### config.mk
export PLATFORM = sky130hd
export DESIGN_NAME = cache_assoc_controller_flat
export DESIGN_NICKNAME = d
export VERILOG_FILES = /design/src/rtl/cache_assoc_controller_if.sv /design/src/rtl/cache_assoc_controller.sv /design/src/flat_wrapper.sv
export SDC_FILE = /design/constraint.sdc
export NUM_CORES = 1
export LEC_CHECK = 0
export BUFFER_PORTS_ARGS = -buffer_cell sky130_fd_sc_hd__buf_2
export CAP_MARGIN = 15
export CORE_UTILIZATION = 50
export CTS_CLUSTER_SIZE = 24
export DETAILED_ROUTE_END_ITERATION = 10
export PLACE_DENSITY = 0.79
export SYNTH_ARGS = -nofsm -noshare
export SYNTH_HDL_FRONTEND = slang
export SYNTH_SLANG_ARGS = --single-unit
### constraint.sdc
create_clock -name clk -period 2.4 [get_ports clk]
set_clock_uncertainty 0.1 [all_clocks]
set_input_delay 0.48 -clock clk [delete_from_list [all_inputs] [get_ports clk]]
set_output_delay 0.48 -clock clk [all_outputs]
set_load 0.01 [all_outputs]
### src/rtl/cache_assoc_controller_if.sv
// Control-side bundle between the pipeline memory stage, the cache arrays and
// main memory, as seen by cache_assoc_controller.
interface cache_assoc_controller_if #(
  parameter int unsigned NUM_WAYS = 2,
  parameter int unsigned WORDS    = 4
);
  localparam int unsigned OFF_W = $clog2(WORDS);

  logic                rd;
  logic                wr;
  logic [NUM_WAYS-1:0] hit;
  logic [NUM_WAYS-1:0] valid;
  logic [NUM_WAYS-1:0] dirty;
  logic                cache_err;
  logic                mem_err;

  logic                comp;
  logic                cache_wr;
  logic [NUM_WAYS-1:0] way_sel;
  logic [OFF_W-1:0]    cache_off;
  logic                cache_valid_in;
  logic                mem_rd;
  logic                mem_wr;
  logic [OFF_W-1:0]    mem_off;
  logic                mem_tag_sel;
  logic                stall;
  logic                done;
  logic                cache_hit;
  logic                err;

  modport master (
    output rd, wr, hit, valid, dirty, cache_err, mem_err,
    input  comp, cache_wr, way_sel, cache_off, cache_valid_in, mem_rd, mem_wr,
           mem_off, mem_tag_sel, stall, done, cache_hit, err
  );

  modport slave (
    input  rd, wr, hit, valid, dirty, cache_err, mem_err,
    output comp, cache_wr, way_sel, cache_off, cache_valid_in, mem_rd, mem_wr,
           mem_off, mem_tag_sel, stall, done, cache_hit, err
  );
endinterface

### src/rtl/cache_assoc_controller.sv
// Control FSM for a 1/2-way set-associative cache: single-cycle hits,
// dirty-victim writeback, pipelined multi-word line fill and sticky error report.
module cache_assoc_controller #(
  parameter int unsigned NUM_WAYS = 2,
  parameter int unsigned WORDS    = 4,
  parameter int unsigned MEM_LAT  = 2
) (
  input  logic                     clk,
  input  logic                     rst,
  cache_assoc_controller_if.slave  bus
);
  localparam int unsigned OFF_W = $clog2(WORDS);
  localparam int unsigned CNT_W = $clog2(WORDS + MEM_LAT);
  localparam logic [CNT_W-1:0] LAST_WB   = CNT_W'(WORDS - 1);
  localparam logic [CNT_W-1:0] LAST_FILL = CNT_W'(WORDS + MEM_LAT - 1);
  localparam logic [CNT_W-1:0] FIRST_WR  = CNT_W'(MEM_LAT);
  localparam logic [CNT_W-1:0] RD_END    = CNT_W'(WORDS);

  typedef enum logic [1:0] {IDLE, WB, FILL, FINAL} state_t;

  state_t              state_q, state_d;
  logic [CNT_W-1:0]    cnt_q, cnt_d;
  logic                vptr_q, vptr_d;
  logic                err_q, err_d;
  logic                wr_q, wr_d;
  logic [NUM_WAYS-1:0] victim_q, victim_d;

  logic [NUM_WAYS-1:0] hv, hit_way, pick;
  logic                any_hit, all_valid, any_err, pick_dirty;

  // Lowest set bit isolation keeps way_sel one-hot for both hit and victim.
  always_comb begin
    hv         = bus.hit & bus.valid;
    any_hit    = |hv;
    hit_way    = hv & (~hv + NUM_WAYS'(1));
    all_valid  = &bus.valid;
    pick       = all_valid ? (NUM_WAYS'(1) << vptr_q)
                           : (~bus.valid & (bus.valid + NUM_WAYS'(1)));
    pick_dirty = |(pick & bus.valid & bus.dirty);
    any_err    = bus.cache_err | bus.mem_err;
  end

  always_ff @(posedge clk or posedge rst) begin
    if (rst) begin
      state_q  <= IDLE;
      cnt_q    <= '0;
      vptr_q   <= 1'b0;
      err_q    <= 1'b0;
      wr_q     <= 1'b0;
      victim_q <= '0;
    end else begin
      state_q  <= state_d;
      cnt_q    <= cnt_d;
      vptr_q   <= vptr_d;
      err_q    <= err_d;
      wr_q     <= wr_d;
      victim_q <= victim_d;
    end
  end

  // Outputs are gated by rst so an asserted reset shows reset values at once.
  always_comb begin
    state_d            = state_q;
    cnt_d              = cnt_q;
    vptr_d             = vptr_q;
    err_d              = err_q;
    wr_d               = wr_q;
    victim_d           = victim_q;
    bus.comp           = 1'b1;
    bus.cache_wr       = 1'b0;
    bus.way_sel        = '0;
    bus.cache_off      = '0;
    bus.cache_valid_in = 1'b0;
    bus.mem_rd         = 1'b0;
    bus.mem_wr         = 1'b0;
    bus.mem_off        = '0;
    bus.mem_tag_sel    = 1'b0;
    bus.stall          = 1'b0;
    bus.done           = 1'b0;
    bus.cache_hit      = 1'b0;
    bus.err            = 1'b0;

    if (!rst) begin
      unique case (state_q)
        IDLE: begin
          err_d = 1'b0;
          if (bus.rd && bus.wr) begin
            bus.done = 1'b1;
            bus.err  = 1'b1;
          end else if (bus.rd || bus.wr) begin
            bus.way_sel  = '1;
            bus.cache_wr = bus.wr;
            if (any_hit) begin
              bus.done      = 1'b1;
              bus.cache_hit = 1'b1;
              bus.way_sel   = hit_way;
              bus.err       = any_err;
            end else begin
              bus.cache_wr = 1'b0;
              bus.stall    = 1'b1;
              wr_d         = bus.wr;
              victim_d     = pick;
              err_d        = any_err;
              cnt_d        = '0;
              if (all_valid && (NUM_WAYS > 1)) vptr_d = ~vptr_q;
              state_d      = pick_dirty ? WB : FILL;
            end
          end
        end

        WB: begin
          err_d           = err_q | any_err;
          bus.comp        = 1'b0;
          bus.stall       = 1'b1;
          bus.way_sel     = victim_q;
          bus.mem_wr      = 1'b1;
          bus.mem_tag_sel = 1'b1;
          bus.cache_off   = cnt_q[OFF_W-1:0];
          bus.mem_off     = cnt_q[OFF_W-1:0];
          if (cnt_q == LAST_WB) begin
            cnt_d   = '0;
            state_d = FILL;
          end else begin
            cnt_d = cnt_q + CNT_W'(1);
          end
        end

        FILL: begin
          err_d       = err_q | any_err;
          bus.comp    = 1'b0;
          bus.stall   = 1'b1;
          bus.way_sel = victim_q;
          if (cnt_q < RD_END) begin
            bus.mem_rd  = 1'b1;
            bus.mem_off = cnt_q[OFF_W-1:0];
          end
          if (cnt_q >= FIRST_WR) begin
            bus.cache_wr       = 1'b1;
            bus.cache_valid_in = 1'b1;
            bus.cache_off      = OFF_W'(cnt_q - FIRST_WR);
          end
          if (cnt_q == LAST_FILL) begin
            cnt_d   = '0;
            state_d = FINAL;
          end else begin
            cnt_d = cnt_q + CNT_W'(1);
          end
        end

        FINAL: begin
          bus.way_sel  = victim_q;
          bus.cache_wr = wr_q;
          bus.done     = 1'b1;
          bus.err      = err_q | any_err;
          err_d        = 1'b0;
          state_d      = IDLE;
        end

        default: state_d = IDLE;
      endcase
    end
  end
endmodule

### src/flat_wrapper.sv
// flat-port wrapper written by rule: the top's interface ports become plain ports
module cache_assoc_controller_flat 
#(
  parameter int unsigned NUM_WAYS = 2,
  parameter int unsigned WORDS    = 4,
  parameter int unsigned MEM_LAT  = 2
)
  (clk, rst, bus_rd, bus_wr, bus_hit, bus_valid, bus_dirty, bus_cache_err, bus_mem_err, bus_comp, bus_cache_wr, bus_way_sel, bus_cache_off, bus_cache_valid_in, bus_mem_rd, bus_mem_wr, bus_mem_off, bus_mem_tag_sel, bus_stall, bus_done, bus_cache_hit, bus_err);
  cache_assoc_controller_if #(.NUM_WAYS(NUM_WAYS), .WORDS(WORDS)) bus_i ();
  input  logic clk;
  input  logic rst;
  input wire logic [$bits(bus_i.rd)-1:0] bus_rd;
  input wire logic [$bits(bus_i.wr)-1:0] bus_wr;
  input wire logic [$bits(bus_i.hit)-1:0] bus_hit;
  input wire logic [$bits(bus_i.valid)-1:0] bus_valid;
  input wire logic [$bits(bus_i.dirty)-1:0] bus_dirty;
  input wire logic [$bits(bus_i.cache_err)-1:0] bus_cache_err;
  input wire logic [$bits(bus_i.mem_err)-1:0] bus_mem_err;
  output wire logic [$bits(bus_i.comp)-1:0] bus_comp;
  output wire logic [$bits(bus_i.cache_wr)-1:0] bus_cache_wr;
  output wire logic [$bits(bus_i.way_sel)-1:0] bus_way_sel;
  output wire logic [$bits(bus_i.cache_off)-1:0] bus_cache_off;
  output wire logic [$bits(bus_i.cache_valid_in)-1:0] bus_cache_valid_in;
  output wire logic [$bits(bus_i.mem_rd)-1:0] bus_mem_rd;
  output wire logic [$bits(bus_i.mem_wr)-1:0] bus_mem_wr;
  output wire logic [$bits(bus_i.mem_off)-1:0] bus_mem_off;
  output wire logic [$bits(bus_i.mem_tag_sel)-1:0] bus_mem_tag_sel;
  output wire logic [$bits(bus_i.stall)-1:0] bus_stall;
  output wire logic [$bits(bus_i.done)-1:0] bus_done;
  output wire logic [$bits(bus_i.cache_hit)-1:0] bus_cache_hit;
  output wire logic [$bits(bus_i.err)-1:0] bus_err;
  assign bus_i.rd = bus_rd;
  assign bus_i.wr = bus_wr;
  assign bus_i.hit = bus_hit;
  assign bus_i.valid = bus_valid;
  assign bus_i.dirty = bus_dirty;
  assign bus_i.cache_err = bus_cache_err;
  assign bus_i.mem_err = bus_mem_err;
  assign bus_comp = bus_i.comp;
  assign bus_cache_wr = bus_i.cache_wr;
  assign bus_way_sel = bus_i.way_sel;
  assign bus_cache_off = bus_i.cache_off;
  assign bus_cache_valid_in = bus_i.cache_valid_in;
  assign bus_mem_rd = bus_i.mem_rd;
  assign bus_mem_wr = bus_i.mem_wr;
  assign bus_mem_off = bus_i.mem_off;
  assign bus_mem_tag_sel = bus_i.mem_tag_sel;
  assign bus_stall = bus_i.stall;
  assign bus_done = bus_i.done;
  assign bus_cache_hit = bus_i.cache_hit;
  assign bus_err = bus_i.err;
  cache_assoc_controller #(.NUM_WAYS(NUM_WAYS), .WORDS(WORDS), .MEM_LAT(MEM_LAT)) u_core (.clk(clk), .rst(rst), .bus(bus_i));
endmodule
Word level (Yosys, flattened, before mapping)
Cells that the tools add are included.
{ "totals": {"ff_bits": 10, "word_cells": 111, "out_inout_bits": 16, "inputBits": 12} }
{ "classes": {"n_reduce_logical": 13, "n_eq_ne": 10, "n_shift": 1, "mux": 62, "add_sub_neg": 4, "n_bitwise": 13, "order_cmp": 2} }
{ "ops": {"columns": ["op", "n"], "rows": [
  ["$mux 1", 32],
  ["$mux 2", 15],
  ["$mux 3", 5],
  ["$pmux 2 s2", 3],
  ["$and 2x2->2", 5],
  ["$reduce_and 5->1", 2],
  ["$pmux 3 s3", 1],
  ["$pmux 2 s4", 1],
  ["$reduce_and 7->1", 1],
  ["$ne 2x1->1 const B", 3],
  ["$pmux 1 s2", 3],
  ["$pmux 1 s3", 2],
  ["$reduce_and 6->1", 1],
  ["$reduce_or 2->1", 3],
  ["$add 2x1->2 const B", 2],
  ["$eq 2x2->1 const B", 2],
  ["$ne 2x2->1 const B", 2],
  ["$not 1->1", 4],
  ["$not 2->2", 2],
  ["$add 3x1->3 const B", 1],
  ["$eq 3x2->1 const B", 1],
  ["$eq 3x3->1 const B", 1],
  ["$ge 3x2->1 const B", 1],
  ["$lt 3x3->1 const B", 1],
  ["10 further kinds", 11]
]} }

Longest topological paths before layout
Gate-level depths: netlist of the first run.
{ "depth": {"word_depth": 11, "mapped_depth": 7, "depth_no_buf": 7} }

Worst setup path before layout of the first run
OpenSTA, ideal clock, no wires.
{ "synth_path": {"kind": "register -> output", "start": "register u_core.state_q[0]", "end": "output bus_err", "arrival_time_ns": 1.502, "t_required_ns": 1.820, "stages_incl_launch_ff": 5, "path_buffers": 1, "path_slack_ns": 0.318, "path_cell_list": "dfrtp_1 inv_1 ha_1 clkbuf_4 a2111oi_0"} }
{ "synth_via": {"elab_chain_len": 3, "elab_cells_between_ends": 4, "cone_classes": "eq/ne: 1; mux: 2; reduce/logical: 1"} }
{ "synth_lines": {"columns": ["item", "line", "source"], "rows": [
  ["start, declared", "cache_assoc_controller.sv:21", "state_t state_q, state_d;"],
  ["start signal, assigned", "cache_assoc_controller.sv:52", "state_q <= state_d;"],
  ["$eq 2x2->1 / $logic_not 2->1 (equally long branches)", "cache_assoc_controller.sv:84", "unique case (state_q)"],
  ["$pmux 1 s2 *", "cache_assoc_controller.sv:84", null],
  ["$mux 1 *", "cache_assoc_controller.sv:83", "if (!rst) begin"],
  ["end, declared", "flat_wrapper.sv:31", "output wire logic [$bits(bus_i.err)-1:0] bus_err;"]
]} }
Every way passes the cells marked *; elsewhere a longest branch is shown, timed or not.

Worst setup path after layout of the first run
Ends and elaborated chain as after synthesis.

==> flow_metrics.tcl, run 1 <==
set metrics [dict create \
    cts_sinks 10 \
    drtIter0Drc 11 \
    p_seq_share_pct 26.2 \
    routabilityCongestion 0.837 \
    path_class "reg2out" \
    worstPathRequired_ps 1820 \
    synth_edf_count 0 \
    setup-violations-final 0 \
    insertion_delay_ps 260 \
    grt_pass1_vias 782 \
    tightestPinTransition_ps 370 \
    final_core_util_pct 66.2 \
    coreArea_um2 1730 \
    rsz0062_at_grt "true" \
    yosysTopAreaCellShare_pct 27.0 \
    worstPathArrival_ps 1710 \
    end_kind "output port" \
    drive_gt1_share_pct 31.7 \
    synth_area_um2 928 \
    synth.area.top_cells "dfrtp_1 (27%), ha_1 (15%), inv_1 (5.3%)" \
    syn_nets 135 \
    timing.final.crit_share_pct 95.4 \
    vias 893 \
    p_sw_share_pct 44.7 \
    routed_wl_um 2090 \
    cts_setup_buffers 0 \
    area_growth_pct 23.2 \
    pwr-share-clk_pct 12.8 \
    p_sw_mw 0.528 \
    io_pins 28 \
    synth_cells 112 \
    ys.flop_type "dfrtp_1" \
    yosysSeqAreaShare_pct 27.0 \
    cts_buffers 3 \
    diodes 0 \
    hpwlAfterDp_um 1620 \
    yosysWarningCount 0 \
    hold_path_class "in2async" \
    report.final.slew_viol_count 0 \
    p_leak_nw 0.580 \
    hold_violations 0 \
    placementRows 15 \
    drv_cap 0 \
    grt.overflow.total 0 \
    grt_usage_pct 22.4 \
    cts_tree "yes" \
    fmax_mhz 437 \
    drtPass1Iterations 4 \
    grt_max_degree 15 \
    root_buffer "clkbuf_4" \
    syn_avg_cell_area_um2 8.29 \
    clk_path_buf_depth 2 \
    outcome "completed" \
    io_buffers 27 \
    internal-power_mw 0.652 \
    cts.reportedPaths.clkPinSlew_ps 80 \
    fillCellCount 153 \
    fp.dieH_um 45.1 \
    placed_area_um2 1090 \
    wl_per_cell_um 12.5 \
    final_area_um2 1140 \
    antenna_found_initial 0 \
    ir_worst_vdd_uv 635 \
    dp_cells 163 \
    initial_core_util_pct 53.8 \
    antenna_left 0 \
    ys_types 34 \
    relSlewSlack_pct 75.1 \
    synth_seq_cells 10 \
    dieArea_um2 2030 \
    drc 0 \
    p_total_mw 1.18 \
    final_nets 166 \
    crit_path_max_fanout 5 \
    p_per_area_nw_per_um2 1030 \
    yosysTopAreaCell "dfrtp_1" \
    grt_pass1_wl_um 3370 \
    combPwrFrac_pct 61.0 \
    vias_per_cell 5.35 \
    stdcell_count 167 \
    fin_crit_ps 2290 \
    ys_async_sr_fraction_pct 100 \
    die_w_um 45.1 \
    start_kind "register" \
    cts-htree-levels 1 \
]
[worst max-delay path, cell delays in order, from the launching register on]
cell and delay, ps:
dfrtp_1 410, ha_1 230, o31a_1 170, a21oi_1 50, a2111oi_1 400, buf_2 200
[logic make-up after synthesis]
logic type                 share of synthesized area [%]
AOI/OAI and AO/OA                                   21.0
xor gates and xnor gates                            2.70
adders and majority gates                           14.8
buffers and inverters                               7.28
DFF                                                 27.0
muxes                                               8.49
and+or+nand+nor                                     18.7
[per-layer routing]
metal | share of wire [%] | global-route usage, % | vias up
met4 | 0 | 3.64 | 0
met5 | 0 | 0 | -
met3 | 4.4 | 3.60 | 0
met1 | 49 | 32.7 | 415
met2 | 46 | 35.4 | 26
li1 | - | - | 452
[Yosys cell counts (2+ instances only)]
| master | n |
|---|---|
| a21boi_0 | 2 |
| a21oi_1 | 9 |
| dfrtp_1 | 10 |
| ha_1 | 11 |
| inv_1 | 13 |
| mux2_2 | 3 |
| mux2i_1 | 3 |
| nand2_1 | 6 |
| nand2b_1 | 2 |
| nand3_1 | 4 |
| nand4_1 | 2 |
| nor2_1 | 13 |
| nor2b_1 | 2 |
| nor3_1 | 5 |
| o21ai_0 | 7 |
| o21bai_1 | 2 |
[sequential cells by signal (all words and copies together), names as in the netlist]
signal / cells
u_core.err_q: 1
u_core.cnt_q: 3
u_core.vptr_q: 1
u_core.victim_q: 2
u_core.state_q: 2
u_core.wr_q: 1
[power groups by stage]
stage | Sequential [mW] | Combinational, mW | Clock, mW
after floorplan | 0.293 | 0.524 | 0
after CTS | 0.306 | 0.699 | 0.156
after global routing | 0.319 | 0.795 | 0.163
after detailed placement | 0.310 | 0.691 | 0
final | 0.310 | 0.720 | 0.151
after global placement | 0.306 | 0.673 | 0
[what timing repair did]
| item | CTS | global route |
|---|---|---|
| hold buffers | 0 | 0 |
| resized for setup | 0 | 5 |
| endpoints found under the setup margin | 0 | 5 |
[through the flow]
| stage | setup TNS (ps) | worst slack [ps] | hold WS (ps) |
|---|---|---|---|
| floorplan | 0 | 318 | 245 |
| global placement | 0 | 303 | 367 |
| detailed placement | 0 | 239 | 371 |
| CTS | 0 | 16.3 | 180 |
| global route | -18.1 | -12.2 | 217 |
| finish | 0 | 110 | 183 |
[area by class of cell]
type | count | area (um^2) | area share, %
Timing Repair Buffer | 29 | 150 | 13.1
Tap cell | 25 | 31.3 | 2.74
Multi-Input combinational cell | 86 | 627 | 54.8
Sequential cell | 10 | 250 | 21.9
Inverter | 13 | 48.8 | 4.27
Clock buffer | 4 | 36.3 | 3.17
[layout by cell type (no fill, tap or decap), types with 3 or more instances in the layout]
master / n
mux2_2: 3
ha_1: 9
nand2_1: 6
o21ai_0: 7
nor2_1: 13
inv_1: 13
nand3_1: 4
mux2i_1: 3
clkbuf_4: 3
a21oi_1: 9
buf_2: 27
nor3_1: 4
dfrtp_1: 10
[final timing paths]
| path | start | cells past startpoint | slack (ps) | to |
|---|---|---|---|---|
| worst max-delay path | u_core.state_q[0] | 5 | 110 | bus_err |
| worst min-delay path | rst | 2 | 180 | u_core.err_q |
| worst max register to register | u_core.state_q[0] | 6 | 290 | u_core.state_q[0] |
| worst min register to register | u_core.victim_q[1] | 1 | 380 | u_core.victim_q[1] |
| max in group asynchronous | rst | 3 | 1610 | u_core.state_q[0] |
| min in group clk | u_core.victim_q[1] | 1 | 380 | u_core.victim_q[1] |
Note: power is estimated with default switching activity, not from simulation.
==> inputs of run 2 (changes only) <==
- ABC_AREA: not set -> 1
- PLACE_DENSITY: 0.79 -> 0.77
==> run 2 against run 1 <==
Core utilization down 1.2 points. Sequential share of layout area decreased by 2.7 points. Synthesized cell count increased by 48%.
==> flow_metrics.tcl, run 2 <==
set metrics [dict create \
    hpwlAfterDp_um 2080 \
    area_growth_pct 20.3 \
    fin_ws_ps 47.3 \
    drtPass1Iterations 5 \
    cp_common_cell "inv_1" \
    layout.cells.most_common "nand2_1" \
    final_cell_mix "nand2_1 (47), buf_2 (27), inv_1 (26), nor2_1 (14), a21oi_1 (11)" \
    syn_avg_cell_area_um2 6.52 \
    rsz0062_at_grt "true" \
    fin_crit_ps 2350 \
    ys.flop_type "dfrtp_1" \
    yosysWarningCount 0 \
    insertion_delay_ps 280 \
    synth_edf_count 0 \
    wl_per_cell_um 11.5 \
    grt_max_degree 12 \
    cp_cell_sequence "inv_1 -> ha_1 -> inv_1 -> nor2_2 -> inv_1 -> nor3_1 -> buf_2" \
    vias_per_cell 4.99 \
    p_per_area_nw_per_um2 927 \
    setup-violations-final 0 \
    ys_types 26 \
    hold_path_class "in2async" \
    start_kind "register" \
    syn_nets 189 \
    grt_pass1_wl_um 4340 \
    fmax_mhz 425 \
    grt_pass1_vias 1061 \
    synth_area_um2 1080 \
    placementRows 16 \
    ys_async_sr_fraction_pct 100 \
    hold_buffers 0 \
    dpl_worst_slack_ps 307 \
    synth.most_common_cell "nand2_1" \
    coreArea_um2 2000 \
    synth.area.top_cells "dfrtp_1 (23%), nand2_1 (16%), ha_1 (13%)" \
    end_kind "output port" \
    worstPathRequired_ps 1820 \
    multiInputGateArea_um2 704 \
    root_buffer "clkbuf_4" \
    cts.reportedPaths.clkPinSlew_ps 80 \
    fillCellCount 180 \
    antenna_found_initial 0 \
    placed_area_um2 1240 \
    cts-htree-levels 1 \
    clk_path_buf_depth 2 \
    largest_register_ffs 3 \
    cts_buffers 3 \
    vias 1122 \
    synth_seq_cells 10 \
    crit_slowest_cell "dfrtp_1" \
    relSlewSlack_pct 79.9 \
    path_delay_family "buffers and inverters" \
    yosysSeqAreaShare_pct 23.1 \
    report.final.slew_viol_count 0 \
    max_stage_delay_ps 410 \
    cts_sinks 10 \
    grt_usage_pct 23.6 \
    yosysTopAreaCell "dfrtp_1" \
    io_pins 28 \
    io_buffers 27 \
    ir_worst_vdd_uv 544 \
    cp_num_buf_inv 4 \
    diodes 0 \
    final_nets 222 \
    dieArea_um2 2350 \
    p_total_mw 1.21 \
    drtIter0Drc 26 \
    path_class "reg2out" \
    crit_path_max_fanout 5 \
    drv_cap 0 \
    initial_core_util_pct 54.1 \
    synth_cells 166 \
    tightestPinTransition_ps 299 \
    yosysTopAreaCellShare_pct 23.1 \
    routabilityCongestion 0.829 \
    top_regs "u_core.cnt_q (3), u_core.state_q (2), u_core.victim_q (2)" \
    die_w_um 48.5 \
    final_core_util_pct 65.1 \
    p_leak_nw 0.765 \
    outcome "completed" \
    hold_violations 0 \
    antenna_left 0 \
    timing.final.crit_share_pct 98.0 \
    fp.dieH_um 48.5 \
    seqCellArea_um2 250 \
    cts_tree "yes" \
    worstPathArrival_ps 1770 \
    drive_gt1_share_pct 27.8 \
    largest-register "u_core.cnt_q" \
    synthTopCellsByCount "nand2_1 (47), inv_1 (26), nor2_1 (15), a21oi_1 (11), ha_1 (11)" \
    routed_wl_um 2590 \
    drc 0 \
    grt.overflow.total 0 \
    final_area_um2 1300 \
]
## run 2: cell types whose count changed after synthesis, moves of 4 or more
cell | before | now
nand3_1 | 4 | 9
nand2_1 | 6 | 47
nand2_2 | 0 | 5
inv_1 | 13 | 26
inv_2 | 0 | 4
## run 2: worst register-to-register path, stage by stage (launching register included)
cell	delay, ps
dfrtp_1	420
inv_1	130
ha_1	270
inv_2	80
or2_1	250
nand3_2	80
nor2_1	60
nand2_1	80
nand2_1	60
## run 2: timing repair
item	4_1_cts	5_1_grt
hold endpoints to repair	0	0
endpoints found under the setup margin	1	8
resized for setup	0	2
buffers inserted	1	2
## run 2: layer usage
layer  routed length [um]  global-route usage, %  vias to the layer above
met5                    0                      0                        -
met4                   32                   6.86                        0
met3                   79                   3.14                        5
met2                 1360                   45.3                       28
met1                 1120                   26.9                      515
li1                     -                      -                      574
## run 2: path summary, 6_finish.rpt
check / startpoint / end / slack [ps] / cells past startpoint
setup / recovery: u_core.state_q[1] / bus_mem_off[1] / 50 / 7
hold / removal: rst / u_core.wr_q / 100 / 2
setup reg to reg: u_core.state_q[1] / u_core.state_q[0] / 780 / 8
hold reg to reg: u_core.victim_q[0] / u_core.victim_q[0] / 390 / 2
max in group asynchronous: rst / u_core.state_q[1] / 1720 / 3
min in group clk: bus_wr / u_core.wr_q / 390 / 3
## run 2: logic make-up (layout without fill, tap and decap cells)
| logic type | after synthesis | after routing | share of synthesized area [%] |
|---|---|---|---|
| flip-flops | 10 | 10 | 23.1 |
| AO/OA/AOI/OAI | 22 | 22 | 11.1 |
| XOR/XNOR | 1 | 1 | 0.809 |
| buffers and inverters | 33 | 65 | 12.3 |
| AND/OR/NAND/NOR | 89 | 89 | 40.0 |
| adder cells (fa/ha/maj) | 11 | 11 | 12.7 |
## run 2: report_power, final
group / switching (mW) / internal, mW / total, mW / leakage [nW]
Combinational: 0.475 / 0.286 / 0.761 / 0.616
Sequential: 0.0528 / 0.233 / 0.286 / 0.127
Clock: 0.0683 / 0.0922 / 0.161 / 0.0210
## run 2: cell type report
| type | instances | share of cell area [%] |
|---|---|---|
| inverters | 30 | 8.65 |
| clock buffers | 4 | 2.79 |
| multi-input cells | 123 | 54.1 |
| flip-flops and latches | 10 | 19.2 |
| well taps | 27 | 2.59 |
| repair buffers | 31 | 12.7 |
## run 2: stage by stage
step / TNS [ps] / hold WS (ps) / cells
floorplan: 0 / 354 / 166
global placement: 0 / 373 / 218
detailed placement: 0 / 378 / 218
CTS: 0 / 109 / 223
global route: -46.6 / 118 / 225
finish: 0 / 104 / 225
